==> src/rtl/reg_file.sv <==
// 32x32 general-purpose register file with two combinational read ports,
// same-cycle write forwarding, HI/LO pair and a registered write-commit trace.
module reg_file #(
    parameter int unsigned BYPASS_EN = 1
) (
    input  logic        clk,
    input  logic        rst,
    input  logic        stall,
    input  logic        reg_write_to_file,
    input  logic [4:0]  reg_write_addr,
    input  logic [31:0] reg_write_data,
    input  logic [4:0]  rs_addr,
    input  logic [4:0]  rt_addr,
    output logic [31:0] rs_data,
    output logic [31:0] rt_data,
    input  logic        hilo_write,
    input  logic [31:0] hi_in,
    input  logic [31:0] lo_in,
    output logic [31:0] hi_out,
    output logic [31:0] lo_out,
    output logic        commit_valid,
    output logic [4:0]  commit_addr,
    output logic [31:0] commit_data,
    output logic [31:0] write_count
);

    logic [31:0] regs_q [32];
    logic [31:0] regs_d [32];
    logic [31:0] hi_q, hi_d;
    logic [31:0] lo_q, lo_d;
    logic        commit_valid_q, commit_valid_d;
    logic [4:0]  commit_addr_q, commit_addr_d;
    logic [31:0] commit_data_q, commit_data_d;
    logic [31:0] write_count_q, write_count_d;
    logic        wr_acc;

    // rst is folded in so forwarding is suppressed on a reset cycle too
    assign wr_acc = reg_write_to_file && !stall && !rst && (reg_write_addr != 5'd0);

    always_comb begin
        regs_d = regs_q;
        if (wr_acc) begin
            regs_d[reg_write_addr] = reg_write_data;
        end
        hi_d = hi_q;
        lo_d = lo_q;
        if (hilo_write && !stall) begin
            hi_d = hi_in;
            lo_d = lo_in;
        end
        commit_valid_d = wr_acc;
        commit_addr_d  = wr_acc ? reg_write_addr : commit_addr_q;
        commit_data_d  = wr_acc ? reg_write_data : commit_data_q;
        write_count_d  = write_count_q + {31'd0, wr_acc};
    end

    always_comb begin
        rs_data = '0;
        if (rs_addr != 5'd0) begin
            if ((BYPASS_EN != 0) && wr_acc && (reg_write_addr == rs_addr)) begin
                rs_data = reg_write_data;
            end else begin
                rs_data = regs_q[rs_addr];
            end
        end
    end

    always_comb begin
        rt_data = '0;
        if (rt_addr != 5'd0) begin
            if ((BYPASS_EN != 0) && wr_acc && (reg_write_addr == rt_addr)) begin
                rt_data = reg_write_data;
            end else begin
                rt_data = regs_q[rt_addr];
            end
        end
    end

    always_ff @(posedge clk) begin
        if (rst) begin
            regs_q         <= '{default: '0};
            hi_q           <= '0;
            lo_q           <= '0;
            commit_valid_q <= 1'b0;
            commit_addr_q  <= '0;
            commit_data_q  <= '0;
            write_count_q  <= '0;
        end else begin
            regs_q         <= regs_d;
            hi_q           <= hi_d;
            lo_q           <= lo_d;
            commit_valid_q <= commit_valid_d;
            commit_addr_q  <= commit_addr_d;
            commit_data_q  <= commit_data_d;
            write_count_q  <= write_count_d;
        end
    end

    assign hi_out       = hi_q;
    assign lo_out       = lo_q;
    assign commit_valid = commit_valid_q;
    assign commit_addr  = commit_addr_q;
    assign commit_data  = commit_data_q;
    assign write_count  = write_count_q;

endmodule

==> config.mk <==
export PLATFORM = sky130hd
export DESIGN_NAME = reg_file
export DESIGN_NICKNAME = d
export VERILOG_FILES = /design/src/rtl/reg_file.sv
export SDC_FILE = /design/constraint.sdc
export NUM_CORES = 2
export LEC_CHECK = 0
export ABC_AREA = 1
export ABC_CLOCK_PERIOD_IN_PS = 4350
export CAP_MARGIN = 10
export CORE_ASPECT_RATIO = 1.2
export CORE_MARGIN = 3
export CORE_UTILIZATION = 40
export CTS_CLUSTER_SIZE = 30
export DETAILED_ROUTE_END_ITERATION = 8
export PLACE_DENSITY_LB_ADDON = 0.08
export SETUP_SLACK_MARGIN = 0.5
export SYNTH_ARGS = -nofsm -noshare
export SYNTH_HDL_FRONTEND = slang
export SYNTH_SLANG_ARGS = --single-unit
export TNS_END_PERCENT = 100
==> constraint.sdc <==
create_clock -name clk -period 4.35 [get_ports clk]
set_clock_uncertainty 0.05 [all_clocks]
set_input_delay 0.87 -clock clk [delete_from_list [all_inputs] [get_ports clk]]
set_output_delay 0.87 -clock clk [all_outputs]
set_load 0.01 [all_outputs]
; ---- Yosys cells after proc, flatten, opt, wreduce, memory -nomap -nowiden
; Cells that the tools add are included.
[op_classes]
eq_ne = 2
n_mux = 13
addsub = 1
n_reduce_logical = 12
n_lt_le_gt_ge = 4
n_bitwise = 3
[op_table]
columns = operator, count
row1 = 1024-bit bitwise mux, 1
row2 = 32-bit binary-select mux with 5-bit select, 2
row3 = 32-bit 2-to-1 mux, 9
row4 = 32-bit demux with 5-bit select, 1
row5 = 32-bit by 1-bit adder with 32-bit output, 1
row6 = 6-bit >= comparator (second input constant), 3
row7 = 5-bit inverter with 6-bit output, 3
row8 = 5-bit nonzero test, 3
row9 = 5-bit equality test, 2
row10 = 1-bit logical AND, 7
row11 = 6-bit by 1-bit < comparator with 1-bit output (second input constant), 1
row12 = 1-bit logical NOT, 2
[word_totals]
output_inout_bits = 198
reg_bits = 1158

; ---- Depth between registers and ports, before layout
[logic_depth]
depth_word = 7
mapped_depth = 16
ltp_nobuf = 16

; ---- Least setup slack after synthesis
; No wires, ideal clock.
[synth_path]
path_type = input port to output port
start = input port reg_write_addr[0]
end = output port rt_data[15]
required_time_ns = 3.430
arrival_time_ns = 2.282
path_buffers = 2
slack_ns = 1.148
cell_stages = 9
cell_sequence = buf_2 > nor2_4 > nand2_1 > nand2_4 > nor3_1 > nand2_1 > clkbuf_1 > nand3_1 > a21oi_1
[synth_via]
elab_chain_len = 5
word_cells_on_any_way = 6
classes_between = 1 x eq/ne / 2 x mux / 3 x reduce/logical
[synth_lines]
columns = element, line_no
row1 = from (decl), 10  ; input logic [4:0] reg_write_addr,
row2 = 5-bit nonzero test, 38  ; assign wr_acc = reg_write_to_file && !stall && !rst && (reg_write_addr != 5'd0);
row3 = 1-bit logical AND, 38
row4 = 1-bit logical AND (*), 71  ; if ((BYPASS_EN != 0) && wr_acc && (reg_write_addr == rt_addr)) begin
row5 = 32-bit 2-to-1 mux (*), 71
row6 = 32-bit 2-to-1 mux (*), 70  ; if (rt_addr != 5'd0) begin
row7 = to (decl), 15  ; output logic [31:0] rt_data,
; Mark *: on every way between the ends. The rest lies on a longest branch, timed or not.

; ---- Worst setup path after layout
[layout_path]
start = input port rs_addr[1]
end = output port rs_data[27]
[layout_via]
elab_chain_len = 6
word_cells_on_any_way = 9
classes_between = 1 x eq/ne / 5 x mux / 1 x bitwise / 2 x reduce/logical
[layout_lines]
columns = element, line_no
row1 = from (decl), 12  ; input logic [4:0] rs_addr,
row2 = 5-bit inverter with 6-bit output (implied by the code), 63  ; rs_data = regs_q[rs_addr];
row3 = 32-bit binary-select mux with 5-bit select, 63
row4 = 32-bit 2-to-1 mux (implied by the code) (2 in a row), 63
row5 = 32-bit 2-to-1 mux, 60  ; if ((BYPASS_EN != 0) && wr_acc && (reg_write_addr == rs_addr)) begin
row6 = 32-bit 2-to-1 mux (*), 59  ; if (rs_addr != 5'd0) begin
row7 = to (decl), 14  ; output logic [31:0] rs_data,
; Mark *: on every way between the ends. The rest lies on a longest branch, timed or not. The select of a mux whose other input is x is not followed.

==> metrics.log <==
[metrics] number of global-route vias before repair: 58.9k
[metrics] CTS Root Cell: sky130_fd_sc_hd__clkbuf_16
[metrics] area of the die: 0.154 sq mm
[metrics] DRT Pass-1 Iters: 8
[metrics] Post-Syn Area: 0.0596 sq mm
[metrics] gate count of the mapped netlist: 8875
[metrics] synth top area cells: sky130_fd_sc_hd__dfxtp_1 39%, sky130_fd_sc_hd__o21ai_0 12%, sky130_fd_sc_hd__a21oi_1 11%, sky130_fd_sc_hd__nand3_1 8.7%, sky130_fd_sc_hd__nand2_1 7.3%
[metrics] number of antenna violations at the first check in global routing: 37
[metrics] number of DRC violations after detailed routing: 0
[metrics] register bit count reported by yosys: 1158
[metrics] Min Clock Period, post-route: 4.01 ns
[metrics] maximum buffer depth of the clock tree: 3
[metrics] commonest register cell after synthesis: sky130_fd_sc_hd__dfxtp_1
[metrics] utilization of the core after routing: 48.6%
[metrics] maximum clock rate: 0.250 GHz
[metrics] post-synth top area share: 38.9%
[metrics] Final Hold Vio Count: 0
[metrics] final weighted congestion in routability-driven placement: 0.906
[metrics] mean cell area of the mapped netlist: 6.71 sq um
[metrics] Cells after DPL: 10.6k
[metrics] most common cell after layout, fill and taps aside: sky130_fd_sc_hd__o21ai_0
[metrics] DP HPWL: 180 mm
[metrics] number of standard cells in the layout, taps in and fillers out: 10.9k
[metrics] initial drt markers: 8811
[metrics] Simple-Gate Fraction of Synth Area: 19.7%
[metrics] overall fraction of global-route tracks in use: 36.4%
[metrics] CTS tree: done
[metrics] nature of the critical path endpoint: primary output
[metrics] pin count of the biggest net entering global routing: 231
[metrics] share of post-route cells with drive strength above 1: 8.78%
[metrics] fraction of synthesized cell area in xor and xnor cells: 0.162%
[metrics] final-layout worst hold slack: 0.382 ns
[metrics] final cycle utilization of the critical path: 92.1%
[metrics] global-route wire length before repair: 416 mm
[metrics] share of flip-flops with an asynchronous set or reset: 0%
[metrics] required arrival time at the worst endpoint: 3.43 ns
[metrics] top-level I/O count: 314
[metrics] most area-hungry cell type in the Yosys netlist: sky130_fd_sc_hd__dfxtp_1
[metrics] Fillers: 14.9k
[metrics] setup repair after global routing missed its margin: true
[metrics] core region area: 0.147 sq mm
[metrics] complex-gate fraction of the synthesized area: 30.1%
[metrics] synthesis warning total: 0
[metrics] worst setup margin: 0.344 ns
[metrics] Post-Synthesis Net Count: 8994
[metrics] number of library cell types mapped by synthesis: 39
[metrics] Worst-path clk slew: 0.05 ns
[metrics] Avg Vias per Cell: 6.04
[metrics] routed wire length: 293 mm
[metrics] final setup vio count: 0
[metrics] Worst-Skew Late Latency: 0.78 ns
[metrics] Post-synth EDFFs: 0
[metrics] peak ir drop on the vdd network: 421 uV
[metrics] Worst Hold Class: flip-flop to flip-flop
[metrics] Std-Cell Rows: 154
[metrics] worst slack, placed: -0.247 ns
[metrics] Final nets: 8958
[metrics] Chip Width: 358 microns
[metrics] largest family of logic cells by synthesized area: compound AO/OA/AOI/OAI gates
[metrics] number of buffers created by CTS: 136
[metrics] transition at the pin with the smallest max-transition slack: 1.24 ns
[metrics] count of input and output buffers: 313
[metrics] DR WL/cell: 26.8 microns
[metrics] part of the Yosys area used for sequential elements: 38.9%
[metrics] number of H-tree levels: 4
[metrics] commonest cells after routing, fill and taps aside: 1409 x sky130_fd_sc_hd__o21ai_0, 1296 x sky130_fd_sc_hd__a21oi_1, 1158 x sky130_fd_sc_hd__dfxtp_1
[metrics] max_cap viols: 0
[metrics] mux contribution to synthesized area: 0%
[metrics] Synth Area in Adders: 0.0630%
[metrics] CP arrival: 3.09 ns
[metrics] final global-route overflow total: 0
[metrics] kind of critical path: input pin to primary output
[metrics] leakage power summed over all cells: 27.9 nW
[metrics] normalized max-slew margin: 17.6%
[metrics] vias: 65.9k
[metrics] Final Max Slew Viols: 0
[metrics] Max FO, Critical Path: 15
[metrics] outcome: finished clean
[metrics] Critical Path Source Type: input pin
[metrics] number of clock sinks: 1158
[metrics] post-route ant nets: 0
[metrics] effective utilization at floorplan: 40.4%
[metrics] area overhead of the layout relative to synthesis: 20.2%
[metrics] total power per unit cell area: 368 mW/mm^2
[metrics] die height: 429 microns
critical path, stage by stage:
cell                              delay (ns)
sky130_fd_sc_hd__buf_8                  0.13
sky130_fd_sc_hd__buf_16                 0.26
sky130_fd_sc_hd__buf_4                  0.29
sky130_fd_sc_hd__o211ai_1               0.13
sky130_fd_sc_hd__nand3_1                0.11
sky130_fd_sc_hd__nand3_1                0.15
sky130_fd_sc_hd__nand3_1                0.16
sky130_fd_sc_hd__nand2_2                0.17
sky130_fd_sc_hd__a21oi_1                0.21
sky130_fd_sc_hd__clkdlybuf4s50_1        0.58
repair_timing:
item / CTS / global route
hold buffers: 0 / 0
pin swaps: 6 / 9
cloned: 8 / 11
setup buffers: 14 / 4
gates resized for setup: 145 / 117
setup endpoints to repair: 64 / 55
registers in the layout, indices dropped and copies added (netlist names):
register	cells
regs_q	1024
commit_valid	1
hi_out	32
lo_out	32
commit_addr	5
write_count	32
commit_data	32
layer usage:
layer  up-vias  track usage, %  routed length (microns)
met3       701            9.68                    35200
met2      3752            52.8                   122000
met1     31200            49.7                   120000
li1      30200               -                        -
met5         -               0                      125
met4        18            17.8                    14900
cell usage after synthesis (all sizes together), types with 33 or more instances:
master and number:
o21ai 1439, a21oi 1298, nand2 1162, dfxtp 1158, nand3 1039, inv 809
clkbuf 641, o211ai 497, nor2 406, buf 239, a211oi 65, or2 36
nor3 33
logic make-up (layout without fill, tap and decap cells):
group                    Yosys count  in the layout
buffers and inverters           1701           1762
flip-flops                      1158           1158
adder cells (fa/ha/maj)            3              3
AND/OR/NAND/NOR                 2699           2699
XOR/XNOR                          11             11
AO/OA/AOI/OAI                   3303           3303
other                              0             16
where the power goes:
group | total (mW) | switching, mW | internal, mW | leakage (nW)
clock | 11.8 | 4.85 | 6.99 | 2.21
sequential | 10.8 | 0.0611 | 10.7 | 9.35
combinational | 3.78 | 2.54 | 1.24 | 16.3
area by class of cell:
class / count / area [sq um] / share of cell area (%)
repair buffers: 706 / 8090 / 11.3
flip-flops and latches: 1158 / 23200 / 32.4
multi-input cells: 6016 / 30200 / 42.2
diodes: 16 / 40.0 / 0.0559
well taps: 1950 / 2440 / 3.41
inverters: 821 / 3150 / 4.40
clock buffers: 196 / 4030 / 5.62
clock inverters: 39 / 465 / 0.650
through the flow:
| step | power, mW | instance area (sq um) | setup TNS (ns) |
|---|---|---|---|
| after floorplan | 12.8 | 59600 | 0 |
| after global placement | 14.6 | 66100 | -0.280 |
| after detailed placement | 14.6 | 66100 | -0.258 |
| after CTS | 26.4 | 71200 | 0 |
| after global routing | 27.1 | 71600 | 0 |
| final | 26.4 | 71600 | 0 |
path summary, 6_finish.rpt:
kind,slack [ns],depth (start not counted),start,to
worst max register to register,2.03,10,write_count[0],write_count[18]
worst max-delay path,0.34,10,rs_addr[1],rs_data[27]
worst min-delay path,0.38,2,regs_q[1013],regs_q[1013]
worst min register to register,0.38,2,regs_q[1013],regs_q[1013]
Power figures use the tool's default switching activity.
